### src/rtl/tdc_capture_ctrl.sv
// tdc_capture_ctrl: TDC measurement sequencer and thermometer-to-binary fine encoder.
// Detects start/stop edges, counts whole cycles between them, captures the tap
// code at stop and delivers {coarse, fine, overflow} over a valid/ready handshake.
// Optional feature macro: TDC_BUBBLE_FIX_EN (3-tap majority filter before encoding).
module tdc_capture_ctrl #(
  parameter int unsigned TAPS     = 32,
  parameter int unsigned COARSE_W = 8,
  parameter int unsigned FINE_W   = $clog2(TAPS + 1)
) (
  input  logic                clk,
  input  logic                rst,
  input  logic                start_i,
  input  logic                stop_i,
  input  logic [TAPS-1:0]     therm_i,
  output logic                res_valid_o,
  input  logic                res_ready_i,
  output logic [COARSE_W-1:0] res_coarse_o,
  output logic [FINE_W-1:0]   res_fine_o,
  output logic                res_ovf_o,
  output logic                busy_o
);

  localparam logic [1:0] IDLE   = 2'd0;
  localparam logic [1:0] RUN    = 2'd1;
  localparam logic [1:0] ENCODE = 2'd2;
  localparam logic [1:0] HOLD   = 2'd3;

  localparam logic [COARSE_W-1:0] COARSE_MAX = '1;

  logic [1:0]          state_q, state_d;
  logic                start_q, stop_q;
  logic                start_edge_c, stop_edge_c;
  logic [COARSE_W-1:0] coarse_q, coarse_d;
  logic [TAPS-1:0]     therm_q, therm_d;
  logic                res_valid_q, res_valid_d;
  logic [COARSE_W-1:0] res_coarse_q, res_coarse_d;
  logic [FINE_W-1:0]   res_fine_q, res_fine_d;
  logic                res_ovf_q, res_ovf_d;
  logic                busy_q, busy_d;
  logic [TAPS-1:0]     code_c;
  logic [FINE_W-1:0]   fine_c;
  logic                zero_found_c;

  assign start_edge_c = start_i & ~start_q;
  assign stop_edge_c  = stop_i & ~stop_q;

`ifdef TDC_BUBBLE_FIX_EN
  // Pad with a virtual 1 below tap 0 and a virtual 0 above the top tap.
  logic [TAPS+1:0] therm_ext_c;
  assign therm_ext_c = {1'b0, therm_q, 1'b1};

  // Majority of each tap and its two neighbours removes single-tap bubbles.
  always_comb begin
    code_c = '0;
    for (int unsigned i = 0; i < TAPS; i++) begin
      code_c[i] = (therm_ext_c[i] & therm_ext_c[i+1]) |
                  (therm_ext_c[i] & therm_ext_c[i+2]) |
                  (therm_ext_c[i+1] & therm_ext_c[i+2]);
    end
  end
`else
  assign code_c = therm_q;
`endif

  // Fine value is the position of the first zero, TAPS when the code is all ones.
  always_comb begin
    fine_c       = FINE_W'(TAPS);
    zero_found_c = 1'b0;
    for (int unsigned i = 0; i < TAPS; i++) begin
      if (!zero_found_c && !code_c[i]) begin
        fine_c       = FINE_W'(i);
        zero_found_c = 1'b1;
      end
    end
  end

  // Next-state and result logic for the measurement sequence.
  always_comb begin
    state_d      = state_q;
    coarse_d     = coarse_q;
    therm_d      = therm_q;
    res_valid_d  = res_valid_q;
    res_coarse_d = res_coarse_q;
    res_fine_d   = res_fine_q;
    res_ovf_d    = res_ovf_q;
    case (state_q)
      IDLE: begin
        if (start_edge_c) begin
          coarse_d = '0;
          therm_d  = '0;
          state_d  = RUN;
        end
      end
      RUN: begin
        if (stop_edge_c) begin
          therm_d = therm_i;
          state_d = ENCODE;
        end else if (coarse_q == COARSE_MAX) begin
          res_coarse_d = COARSE_MAX;
          res_fine_d   = '0;
          res_ovf_d    = 1'b1;
          res_valid_d  = 1'b1;
          state_d      = HOLD;
        end else begin
          coarse_d = coarse_q + COARSE_W'(1);
        end
      end
      ENCODE: begin
        res_coarse_d = coarse_q;
        res_fine_d   = fine_c;
        res_ovf_d    = 1'b0;
        res_valid_d  = 1'b1;
        state_d      = HOLD;
      end
      HOLD: begin
        if (res_ready_i) begin
          res_valid_d = 1'b0;
          state_d     = IDLE;
        end
      end
      default: state_d = IDLE;
    endcase
    busy_d = (state_d != IDLE);
  end

  // State, edge-detect and result registers with synchronous reset.
  always_ff @(posedge clk) begin
    if (rst) begin
      state_q      <= IDLE;
      start_q      <= 1'b0;
      stop_q       <= 1'b0;
      coarse_q     <= '0;
      therm_q      <= '0;
      res_valid_q  <= 1'b0;
      res_coarse_q <= '0;
      res_fine_q   <= '0;
      res_ovf_q    <= 1'b0;
      busy_q       <= 1'b0;
    end else begin
      state_q      <= state_d;
      start_q      <= start_i;
      stop_q       <= stop_i;
      coarse_q     <= coarse_d;
      therm_q      <= therm_d;
      res_valid_q  <= res_valid_d;
      res_coarse_q <= res_coarse_d;
      res_fine_q   <= res_fine_d;
      res_ovf_q    <= res_ovf_d;
      busy_q       <= busy_d;
    end
  end

  assign res_valid_o  = res_valid_q;
  assign res_coarse_o = res_coarse_q;
  assign res_fine_o   = res_fine_q;
  assign res_ovf_o    = res_ovf_q;
  assign busy_o       = busy_q;

endmodule
### config.mk
export PLATFORM = sky130hd
export DESIGN_NAME = tdc_capture_ctrl
export DESIGN_NICKNAME = d
export VERILOG_FILES = /design/src/rtl/tdc_capture_ctrl.sv
export SDC_FILE = /design/constraint.sdc
export NUM_CORES = 1
export LEC_CHECK = 0
export BUFFER_PORTS_ARGS = -buffer_cell sky130_fd_sc_hd__buf_2
export CORE_MARGIN = 2
export CORE_UTILIZATION = 43
export DETAILED_ROUTE_END_ITERATION = 16
export PLACE_DENSITY = 0.67
export SYNTH_ARGS = -nofsm -noshare
export SYNTH_HDL_FRONTEND = slang
export SYNTH_SLANG_ARGS = --single-unit
export TNS_END_PERCENT = 1
### constraint.sdc
create_clock -name clk -period 1.8 [get_ports clk]
set_clock_uncertainty 0.15 [all_clocks]
set_input_delay 0.09 -clock clk [delete_from_list [all_inputs] [get_ports clk]]
set_output_delay 0.09 -clock clk [all_outputs]
set_load 0.02 [all_outputs]
==> out/results.txt <==
max-slew violation count = 0
RePlAce Congestion = 0.8214
run status = finished clean
critical path launch point type = flip-flop
final worst setup slack = 0.01743 ns
Reg-to-Reg End = res_fine_o[4]
TritonCTS Buffers = 9
sequential power share = 0.416
min cycle time layout = 1.783 ns
TNS Setup = 0 ns
synth warn = 0
CP max stage cell = or4_4
IO Port Bufs = 53
Die ar. = 7000 µm²
critical path required time = 1.87 ns
TritonCTS clock tree = done
r2r worst-path depth = 6
GRT Total Usage = 0.2117
DR iter-0 viols = 160
FF+latch area = 1229 µm²
number of global-route vias before repair = 2742
Antenna Violating Nets Remaining = 0
placed cell area = 3301 µm²
pre-CTS setup slack = -0.3879 ns
r2r setup slk = 0.02 ns
max_cap viols = 0
Primary FF master, synth = dfxtp_1
Avg Inst Size Synth = 7.956 µm²
Syn Nets = 381
sequential fraction of the synthesis area = 0.4475
Vias per Instance = 5.309
DR WL/cell = 13.76 µm
#FFs+latches synth = 61
hpwl dp = 4783 µm
DR vias = 2867
min-delay src = stop_i
nets@finish = 496
worst-margin pin slew = 0.4666 ns
crit path max fanout = 3
clock sink count = 61
Cell Chain, Critical Path = ha_4, nand3_4, or4_4, and2_4, a22oi_2, nor2_1
Crit Path Category = flip-flop to flip-flop
final setup vio count = 0
Psw = 0.0008126 W
GRT overflow = 0
Syn Inst Count = 343
layout cells sized above 1 = 0.2743
Relative slew margins = 0.6882
Finished Layout Cells = 540
worst hold endpoint = state_q[0]
Critical Path Max Stage Delay = 0.56 ns
core footprint = 6241 µm²
diodes inserted = 0
placed insts = 486
hold depth = 5
largest net degree at the start of global routing = 33
H-tree depth = 3
Initial Utilization = 0.4372
Net Sw Frac = 0.2350
root buf cell = clkbuf_8
Design Area, Final = 3978 µm²
FP Rows = 29
Die Wd = 83.67 µm
Synth cell types = 44
DRC Markers = 0
worst vdd ir = 0.5606 mV
area delta synth->final = 45.76%
Multi-input gate area = 1454 µm²
Setup crit end kind = flip-flop
EDFF count, synth = 0
Period Utilization, post-route = 0.9903
Crit path arrival time = 1.85 ns
first-pass GRT wire length = 12120 µm
Clk pwr share = 0.449
Cell Int Power = 0.002646 W
DRT Pass-1 Iters = 4
unrepaired setup endpoints after global routing = yes
Post-Syn Area = 2729 µm²
reg2reg start = coarse_q[0]
ys async rst share = 0
antenna violations before repair = 0
Hold Violations, Final = 0
HP Class = input port to flip-flop
Leak = 1.541 nW
total wire length = 7429 µm
Die Y = 83.67 µm
Hold Slack = 0.2854 ns
Gate power share = 0.134
filler cell count in the final layout = 537
io pins = 54
clock-pin slew on the worst setup and hold paths = 0.07 ns
worst-skew pair later-pin latency = 0.33 ns
power density over the cells = 869.4 nW/µm²
Bufs on Longest Clock Path = 2
Fmax = 0.5610 GHz
-- power by group through the flow --
stage	sequential (W)	clock, W	combinational [W]
after floorplan	0.00148	0	0.000212
after global placement	0.00146	0	0.000378
after detailed placement	0.00147	0	0.000382
after CTS	0.00144	0.00158	0.000445
after global routing	0.00145	0.00165	0.000508
final	0.00144	0.00155	0.000465
-- registers in the layout, indices dropped and copies added, names as in the netlist --
| register | flops |
|---|---|
| coarse_q | 8 |
| res_valid_o | 1 |
| start_q | 1 |
| code_c | 32 |
| busy_o | 1 |
| stop_q | 1 |
| res_coarse_o | 8 |
| state_q | 2 |
| res_ovf_o | 1 |
| res_fine_o | 6 |
-- worst max-delay path by stage --
| stage | from | endpoint | slack [ns] | depth (start not counted) |
|---|---|---|---|---|
| 2_1_floorplan | coarse_q[0] | res_fine_o[1] | 0.01 | 6 |
| 4_1_cts | stop_q | code_c[16] | -0.01 | 5 |
| 3_3_place_gp | stop_q | code_c[12] | -0.31 | 5 |
| 5_1_grt | coarse_q[0] | res_coarse_o[3] | -0.06 | 7 |
| 3_5_place_dp | stop_q | code_c[12] | -0.39 | 5 |
| 6_report | coarse_q[0] | res_fine_o[4] | 0.02 | 6 |
-- cell type report --
cell class | count | area share
clock buffers | 13 | 0.04247
clock inverters | 3 | 0.02265
inverters | 7 | 0.006606
multi-input cells | 255 | 0.3655
flip-flops and latches | 61 | 0.3089
well taps | 77 | 0.02422
repair buffers | 124 | 0.2296
-- critical path, delay by kind of cell (launching register included) --
kind                     cells  cell delay (ns)
adder cells (fa/ha/maj)      1             0.14
flip-flops                   1             0.36
AND/OR/NAND/NOR              4             0.85
AO/OA/AOI/OAI                1             0.17
-- placed cells by master, fill, tap and decap left out, drive strengths merged, types with 5 or more instances in the layout --
cell | synthesis | final
a21oi | 42 | 42
buf | 4 | 88
clkbuf | 17 | 13
dfxtp | 61 | 61
dlygate4sd3 | 0 | 36
inv | 7 | 7
nand2 | 49 | 49
nand2b | 9 | 9
nand3 | 45 | 45
nand4 | 13 | 13
nor2 | 28 | 29
nor2b | 7 | 7
o21ai | 9 | 9
o22ai | 10 | 10
xnor2 | 5 | 5
-- stage by stage --
stage	util	total power, W
2_1_floorplan	-	0.001694
3_3_place_gp	0.5289	0.001842
3_5_place_dp	0.5289	0.001848
4_1_cts	0.6289	0.003462
5_1_grt	0.6373	0.003599
6_report	0.6373	0.003458
-- cell usage after synthesis, types with 2 or more instances --
master | number | area share
o21ai_0 | 9 | 0.017
a211oi_1 | 3 | 0.0083
dfxtp_1 | 61 | 0.45
nand2_1 | 48 | 0.066
nand4_1 | 12 | 0.028
nor3_1 | 4 | 0.0073
nor2b_1 | 7 | 0.016
o22ai_1 | 10 | 0.023
a22o_1 | 3 | 0.0096
nand3_1 | 44 | 0.081
and4_1 | 2 | 0.0064
a31oi_1 | 2 | 0.0046
or2_2 | 3 | 0.0069
inv_1 | 7 | 0.0096
nor2_1 | 27 | 0.037
a22oi_1 | 2 | 0.0055
clkbuf_1 | 17 | 0.023
buf_4 | 3 | 0.0083
xnor2_1 | 5 | 0.016
nand2b_1 | 9 | 0.021
a21oi_1 | 42 | 0.077
-- timing repair --
action	4_1_cts	5_1_grt
pin swaps	0	5
setup endpoints to repair	32	50
hold endpoints to repair	40	0
gates cloned	0	1
resized for setup	1	10
buffers inserted	0	1
hold buffers	36	0
-- logic make-up after synthesis --
kind of cell               Yosys count  synth area share
adders and majority gates            1          0.004584
DFF                                 61            0.4475
xor gates and xnor gates             5           0.01605
muxes                                1          0.003668
AOI/OAI and AO/OA                   80            0.1729
and+or+nand+nor                    167            0.3100
buffers and inverters               28           0.04539
-- layer usage --
metal | track usage | routed length, µm | up-vias
met5 | 0 | 0 | -
met4 | 0.08798 | 75 | 0
met3 | 0.03561 | 307 | 6
met2 | 0.3498 | 3533 | 64
met1 | 0.2738 | 3512 | 1352
li1 | - | - | 1445
Power figures use the tool's default switching activity.
